$ cat src/rtl/pwm_audio_out.sv
// rtl/pwm_audio_out.sv - Multi-channel PWM audio output with slewed volume gain.
// Optional LFSR dither before truncation is enabled by defining PWMOUT_DITHER_EN.
module pwm_audio_out #(
   parameter int unsigned PWM_BITS   = 12,
   parameter int unsigned CHANNELS   = 2,
   parameter int unsigned RAMP_SHIFT = 4,
   parameter logic [5:0]  CMD_ADDR   = 6'h0f
) (
   input  logic                          clk_i,
   input  logic                          rst_ni,
   input  logic                          enable_i,
   input  logic [16*CHANNELS-1:0]        s_tdata_i,
   input  logic                          s_tvalid_i,
   output logic                          s_tready_o,
   input  logic [5:0]                    cmd_addr_i,
   input  logic [31:0]                   cmd_data_i,
   input  logic                          cmd_rqst_i,
   output logic [CHANNELS-1:0]           pwm_out_o,
   output logic                          period_start_o,
   output logic                          muted_o
);
   localparam int unsigned         DIV_W   = (RAMP_SHIFT > 0) ? RAMP_SHIFT : 1;
   localparam logic [DIV_W-1:0]    DIV_MAX = DIV_W'((32'd1 << RAMP_SHIFT) - 32'd1);
   localparam logic [PWM_BITS-1:0] CNT_MAX = '1;

   logic [PWM_BITS-1:0]               cnt_q, cnt_d;
   logic [DIV_W-1:0]                  div_q, div_d;
   logic [7:0]                        ramp_q, ramp_d, vol_q, vol_d, target;
   logic                              pend_q, pend_d;
   logic [16*CHANNELS-1:0]            buf_q, buf_d, act_q, act_d;
   logic [CHANNELS-1:0][PWM_BITS-1:0] duty_q, duty_d, duty_nx;
   logic [CHANNELS-1:0]               pwm_q, pwm_d;
   logic                              muted, wrap, step, accept;

   assign muted  = (ramp_q == 8'd0) && !enable_i;
   assign wrap   = !muted && (cnt_q == CNT_MAX);
   assign step   = wrap && (div_q == DIV_MAX);
   assign accept = s_tvalid_i && !pend_q;
   assign target = enable_i ? vol_q : 8'd0;

   always_comb begin
      cnt_d = muted ? '0 : cnt_q + 1'b1;

      div_d = div_q;
      if (muted) begin
         div_d = '0;
      end else if (wrap) begin
         div_d = (div_q == DIV_MAX) ? '0 : div_q + 1'b1;
      end

      // single-step slew toward the target never overshoots it
      ramp_d = ramp_q;
      if (step) begin
         if (ramp_q < target) begin
            ramp_d = ramp_q + 8'd1;
         end else if (ramp_q > target) begin
            ramp_d = ramp_q - 8'd1;
         end
      end

      vol_d = (cmd_rqst_i && (cmd_addr_i == CMD_ADDR)) ? cmd_data_i[23:16] : vol_q;

      pend_d = pend_q;
      buf_d  = buf_q;
      act_d  = act_q;
      if (wrap && pend_q) begin
         act_d  = buf_q;
         pend_d = 1'b0;
      end
      if (accept) begin
         buf_d  = s_tdata_i;
         pend_d = 1'b1;
      end

      duty_d = wrap ? duty_nx : duty_q;
   end

`ifdef PWMOUT_DITHER_EN
   localparam logic [15:0] DITH_MASK = 16'((32'd1 << (16 - PWM_BITS)) - 32'd1);
   logic [15:0] lfsr_q, lfsr_d, dith;
   assign lfsr_d = wrap ? {lfsr_q[14:0], lfsr_q[15] ^ lfsr_q[13] ^ lfsr_q[12] ^ lfsr_q[10]}
                        : lfsr_q;
   assign dith   = lfsr_q & DITH_MASK;

   always_ff @(posedge clk_i or negedge rst_ni) begin
      if (!rst_ni) begin
         lfsr_q <= 16'hACE1;
      end else begin
         lfsr_q <= lfsr_d;
      end
   end
`endif

   for (genvar c = 0; c < CHANNELS; c++) begin : g_ch
      logic signed [24:0] smp_x, rmp_x, prod;
      logic [15:0]        scaled_raw, scaled;
      logic [8:0]         unused_prod;

      assign smp_x       = {{9{act_d[16*c+15]}}, act_d[16*c +: 16]};
      assign rmp_x       = {17'd0, ramp_q};
      assign prod        = smp_x * rmp_x;
      assign scaled_raw  = prod[23:8];
      assign unused_prod = {prod[24], prod[7:0]};

`ifdef PWMOUT_DITHER_EN
      logic [15:0] sum;
      assign sum    = scaled_raw + dith;
      assign scaled = (!scaled_raw[15] && sum[15]) ? 16'h7fff : sum;
`else
      assign scaled = scaled_raw;
`endif

      // offset-binary: flipping the sign bit maps -32768..32767 onto 0..full scale
      assign duty_nx[c] = {~scaled[15], scaled[14 -: PWM_BITS-1]};
      assign pwm_d[c]   = !muted && (cnt_q < duty_q[c]);
   end

   logic [23:0] unused_cmd;
   assign unused_cmd = {cmd_data_i[31:24], cmd_data_i[15:0]};

   always_ff @(posedge clk_i or negedge rst_ni) begin
      if (!rst_ni) begin
         cnt_q  <= '0;
         div_q  <= '0;
         ramp_q <= 8'd0;
         vol_q  <= 8'd0;
         pend_q <= 1'b0;
         buf_q  <= '0;
         act_q  <= '0;
         duty_q <= '0;
         pwm_q  <= '0;
      end else begin
         cnt_q  <= cnt_d;
         div_q  <= div_d;
         ramp_q <= ramp_d;
         vol_q  <= vol_d;
         pend_q <= pend_d;
         buf_q  <= buf_d;
         act_q  <= act_d;
         duty_q <= duty_d;
         pwm_q  <= pwm_d;
      end
   end

   assign s_tready_o     = !pend_q;
   assign pwm_out_o      = pwm_q;
   assign period_start_o = wrap;
   assign muted_o        = muted;

endmodule

$ cat config.mk
export PLATFORM = sky130hd
export DESIGN_NAME = pwm_audio_out
export DESIGN_NICKNAME = d
export VERILOG_FILES = /design/src/rtl/pwm_audio_out.sv
export SDC_FILE = /design/constraint.sdc
export NUM_CORES = 1
export LEC_CHECK = 0
export ABC_AREA = 0
export CAP_MARGIN = 20
export CORE_MARGIN = 3
export CORE_UTILIZATION = 30
export CTS_CLUSTER_SIZE = 20
export DETAILED_ROUTE_END_ITERATION = 8
export HOLD_SLACK_MARGIN = 0.02
export PLACE_DENSITY_LB_ADDON = 0.05
export SYNTH_ARGS = -nofsm -noshare
export SYNTH_HDL_FRONTEND = slang
export SYNTH_SLANG_ARGS = --single-unit
export TNS_END_PERCENT = 100
$ cat constraint.sdc
create_clock -name clk_i -period 5.45 [get_ports clk_i]
set_input_delay 1.09 -clock clk_i [delete_from_list [all_inputs] [get_ports clk_i]]
set_output_delay 1.09 -clock clk_i [all_outputs]
set_load 0.01 [all_outputs]
==> reports/summary.md <==
The flow ran to the end, but the final reports show violations. The checks that failed: negative setup slack. Traced cell by cell, the critical path runs through buf_8 -> nor4_4 -> a31oi_4 -> nand2_4 -> buf_12 -> mux2_4 -> buf_4 -> nand2_1 -> fa_1 -> inv_1 -> fa_1 -> ha_4 -> fa_1 -> ha_2 -> nor4bb_4 -> nand4_1 -> nor3_2 -> buf_4 -> or3_4 -> a211oi_4 -> nor2_2 -> o41ai_2 -> xor2_1 -> o21ai_1. The tools report the portion of the post-synthesis area used by sequential elements as 21.9%.

Measured against its own limit, the worst slew margin works out to 42.3%. For this design the ratio of total power to cell area is 235 nW/um2. Weighted congestion at the end of routability-driven global placement: 0.746.

The number of antenna-violating nets in the routed design came out at 0. Of all nets on the critical path, the largest fanout is 8. The run gives 0 as the final count of hold timing violations.

By instance count, the leading cell after synthesis is inv_1. The critical path class is in -> reg. The worst path in the final design needs a cycle of 6.01 ns, including I/O delays and setup. The count of final max-slew check failures was 0; the number of levels the H-tree was split into was 4.

The largest single stage delay on the critical path is 0.54 ns. Summed over all layers, the routed wires come to 37400 um. Pin placement for this block handled 80 I/O pins.

By count the netlist is led by 308 x inv_1, 199 x fa_1, 193 x nand2_1. For this configuration, the core starts out at a cell density of 30.7%. For this run, the top clock speed supported by timing is 166 MHz. Dividing the final minimum period by the clock period gives 110%.

For this run, design rule violations remaining after detail routing come to 0. The per-cell via count in the routed design works out to 4.39. The first global-routing pass estimated 61200 um of wire. Library cell with the largest summed area after synthesis: fa_1. Entering global routing, the biggest net connects 86 pins. For the initial antenna violation count, the log shows 0. At the worst endpoint, the arrival time is 6.34 ns. During placement, the flow inserted port buffers numbering 55. Hold timing on the final database bottoms out at a slack of 0.485 ns.

With fillers left out, the area of the finished cells amounts to 18300 um2. IR analysis of the VDD net gives a maximum drop of 0.199 mV. The average instance in the mapped netlist occupies 9.73 um2. For the via total after detailed routing, the log shows 10075.

The analysis attributes to cell leakage a power of 9.29 nW. The slowest stage of the critical path is the fa_1 cell. For the pin with the worst max-slew slack, the measured transition is 0.866 ns. The final instance count without filler cells was 2295. The unique cell type count in the Yosys netlist is 57, and the number of fillers in the final layout is 4600.

The worst hold path belongs to the class reg -> reg. The count of placed standard cells including taps was 2226. The number of DRC violations after detailed-routing iteration 0 is 314. The count of nets after finishing came out at 2083. In the synthesized netlist the dominant register cell turns out to be dfrtp_1. Setup repair after global routing could not meet its margin everywhere.

Detailed placement finished with a half-perimeter wire length of 28300 um. The category of the worst setup path capture point was a flip-flop. After synthesis, the cell types taking the most area are fa_1 28%, dfrtp_1 22%, ha_1 11%, inv_1 8.2%, mux2_2 6.1%. The number of clock sinks is 123, and the area of the core is 45900 um2. The tools report the antenna diode count as 0. By instance count, the cell type seen most on the critical path is fa_1. The logs give 0.0207 ns for the largest clock skew in the final design and 0.48 ns for the worst-skew pair later-pin latency. Number of warnings printed during yosys synthesis: 0.

After floorplanning, the core was divided into 78 placement rows. The number of setup violations in the final report is 24, and the post-placement setup slack is -1.50 ns. After synthesis the cells add up to 14100 um2.

The placed instances occupy a cell area of 16700 um2. The fraction of registers with async set or reset after synthesis came out at 100%. The tools report the die footprint as 49600 um2.

Clock-pin slew was measured on the worst setup and hold paths at 0.06 ns. Yosys mapped a number of flops with a built-in enable equal to 0. Across the run, the number of max-cap violations was 0. The final cell utilization of the core is 40.0%, and the portion of synthesized cell area occupied by the leading cell type is 28.3%.

The critical path required time was 5.78 ns. From synthesis to final layout, the design area changed by 30.2%. Synthesis inferred 123 register bits. Measured along the x axis, the die boundary spans 223 um. Kind of start point of the critical path: an input pin. For the instance count of the mapped netlist, the log shows 1447. Net count of the mapped netlist: 1845. The clock buffer count from CTS came out at 17.

The total routing usage reported by global routing is 15.9%. The via count of the first global-routing pass is 10909, and the fraction of layout instances using a drive strength above 1 is 27.2%. The residual overflow from global routing was 0. CTS placed an instance of clkbuf_16 at the clock tree root.

The final critical-path setup slack was -0.558 ns; the maximum clock insertion buffer count was 2. TritonCTS built the clock tree. The mean routed wirelength per cell came out at 16.3 um. The die height is 223 um.

For the first-pass iteration count of the detailed router, the log shows 5.
==> layout by cell type, fill, tap and decap left out, drive strengths merged, types with 3 or more instances in the layout <==
master	n
dfrtp	123
nor2b	27
nand4	10
or3	5
clkbuf	24
mux2	76
a2111oi	3
nand2	193
o211ai	3
ha	124
xor2	15
o21bai	5
a21oi	35
a31oi	4
buf	205
o21ai	42
mux2i	4
nor3	5
nand2b	8
nand3	10
a211oi	5
fa	199
xnor2	37
clkdlybuf4s50	53
and3	3
a21o	25
nor2	26
inv	309
clkinv	3
a211o	3
and2	88
==> logic make-up (layout without fill, tap and decap cells) <==
logic type | after synthesis | after routing | share of synthesized area [%]
AND/OR/NAND/NOR | 383 | 383 | 13.5
buffers and inverters | 349 | 597 | 9.34
adder cells (fa/ha/maj) | 323 | 323 | 39.3
AO/OA/AOI/OAI | 137 | 137 | 6.45
flip-flops | 123 | 123 | 21.9
multiplexers | 80 | 80 | 6.36
XOR/XNOR | 52 | 52 | 3.23
==> where the power goes <==
group	total [mW]	switching [mW]	internal, mW	leakage (nW)
combinational	2.02	1.04	0.986	7.45
sequential	1.10	0.0715	1.03	1.55
clock	1.20	0.459	0.736	0.293
==> through the flow <==
| step | TNS (ns) | power (mW) |
|---|---|---|
| 2_1_floorplan | -12.05 | 2.26 |
| 3_3_place_gp | -32.54 | 2.98 |
| 3_5_place_dp | -33.43 | 2.98 |
| 4_1_cts | -11.78 | 4.31 |
| 5_1_grt | -14.22 | 4.70 |
| 6_report | -9.59 | 4.31 |
==> worst paths after layout <==
check / startpoint / to / slack [ns] / cells past startpoint
worst min register to register: duty_q[21] / duty_q[21] / 0.48 / 2
min in group asynchronous: rst_ni / vol_q[5] / 0.68 / 1
worst max-delay path: enable_i / duty_q[17] / -0.56 / 24
worst min-delay path: duty_q[21] / duty_q[21] / 0.48 / 2
max in group asynchronous: rst_ni / buf_q[20] / 3.66 / 2
worst max register to register: ramp_q[7] / duty_q[17] / -0.39 / 23
==> registers in the layout (all words and copies together), names as in the netlist <==
| signal | cells |
|---|---|
| buf_q | 32 |
| cnt_q | 12 |
| pend_q | 1 |
| vol_q | 8 |
| div_q | 4 |
| ramp_q | 8 |
| duty_q | 24 |
| act_q | 32 |
| pwm_out_o | 2 |
==> metal layers <==
layer	GRT usage, %	part of all wire (%)	vias to the layer above	wire (um)
li1	-	-	4945	-
met1	23.3	52	4997	19400
met2	24.2	44	106	16300
met3	2.96	3.1	27	1150
met4	3.86	1.2	0	443
met5	0	0	-	0
==> worst max-delay path: cells and delay by family <==
kind	cells	cell delay (ns)
mux	1	0.33
fa+ha+maj	5	1.98
xor+xnor	1	0.17
compound gates	4	0.81
simple gates	8	1.27
buf+inv	5	0.65
==> timing repair <==
action,in CTS,in global routing
resized for setup,63,106
endpoints found under the setup margin,24,24
endpoints found under the hold margin,0,0
cloned,1,1
setup buffers,22,19
hold buffers,0,0
pin swaps,53,80
==> cell type report <==
type | instances | area, um2 | share of cell area (%)
Timing Repair Buffer | 259 | 2230 | 12.2
Multi-Input combinational cell | 975 | 10500 | 57.4
Clock inverter | 6 | 86.3 | 0.471
Tap cell | 600 | 751 | 4.10
Inverter | 309 | 1160 | 6.33
Sequential cell | 123 | 3080 | 16.8
Clock buffer | 23 | 508 | 2.77
(Power assumes the default switching activity.)
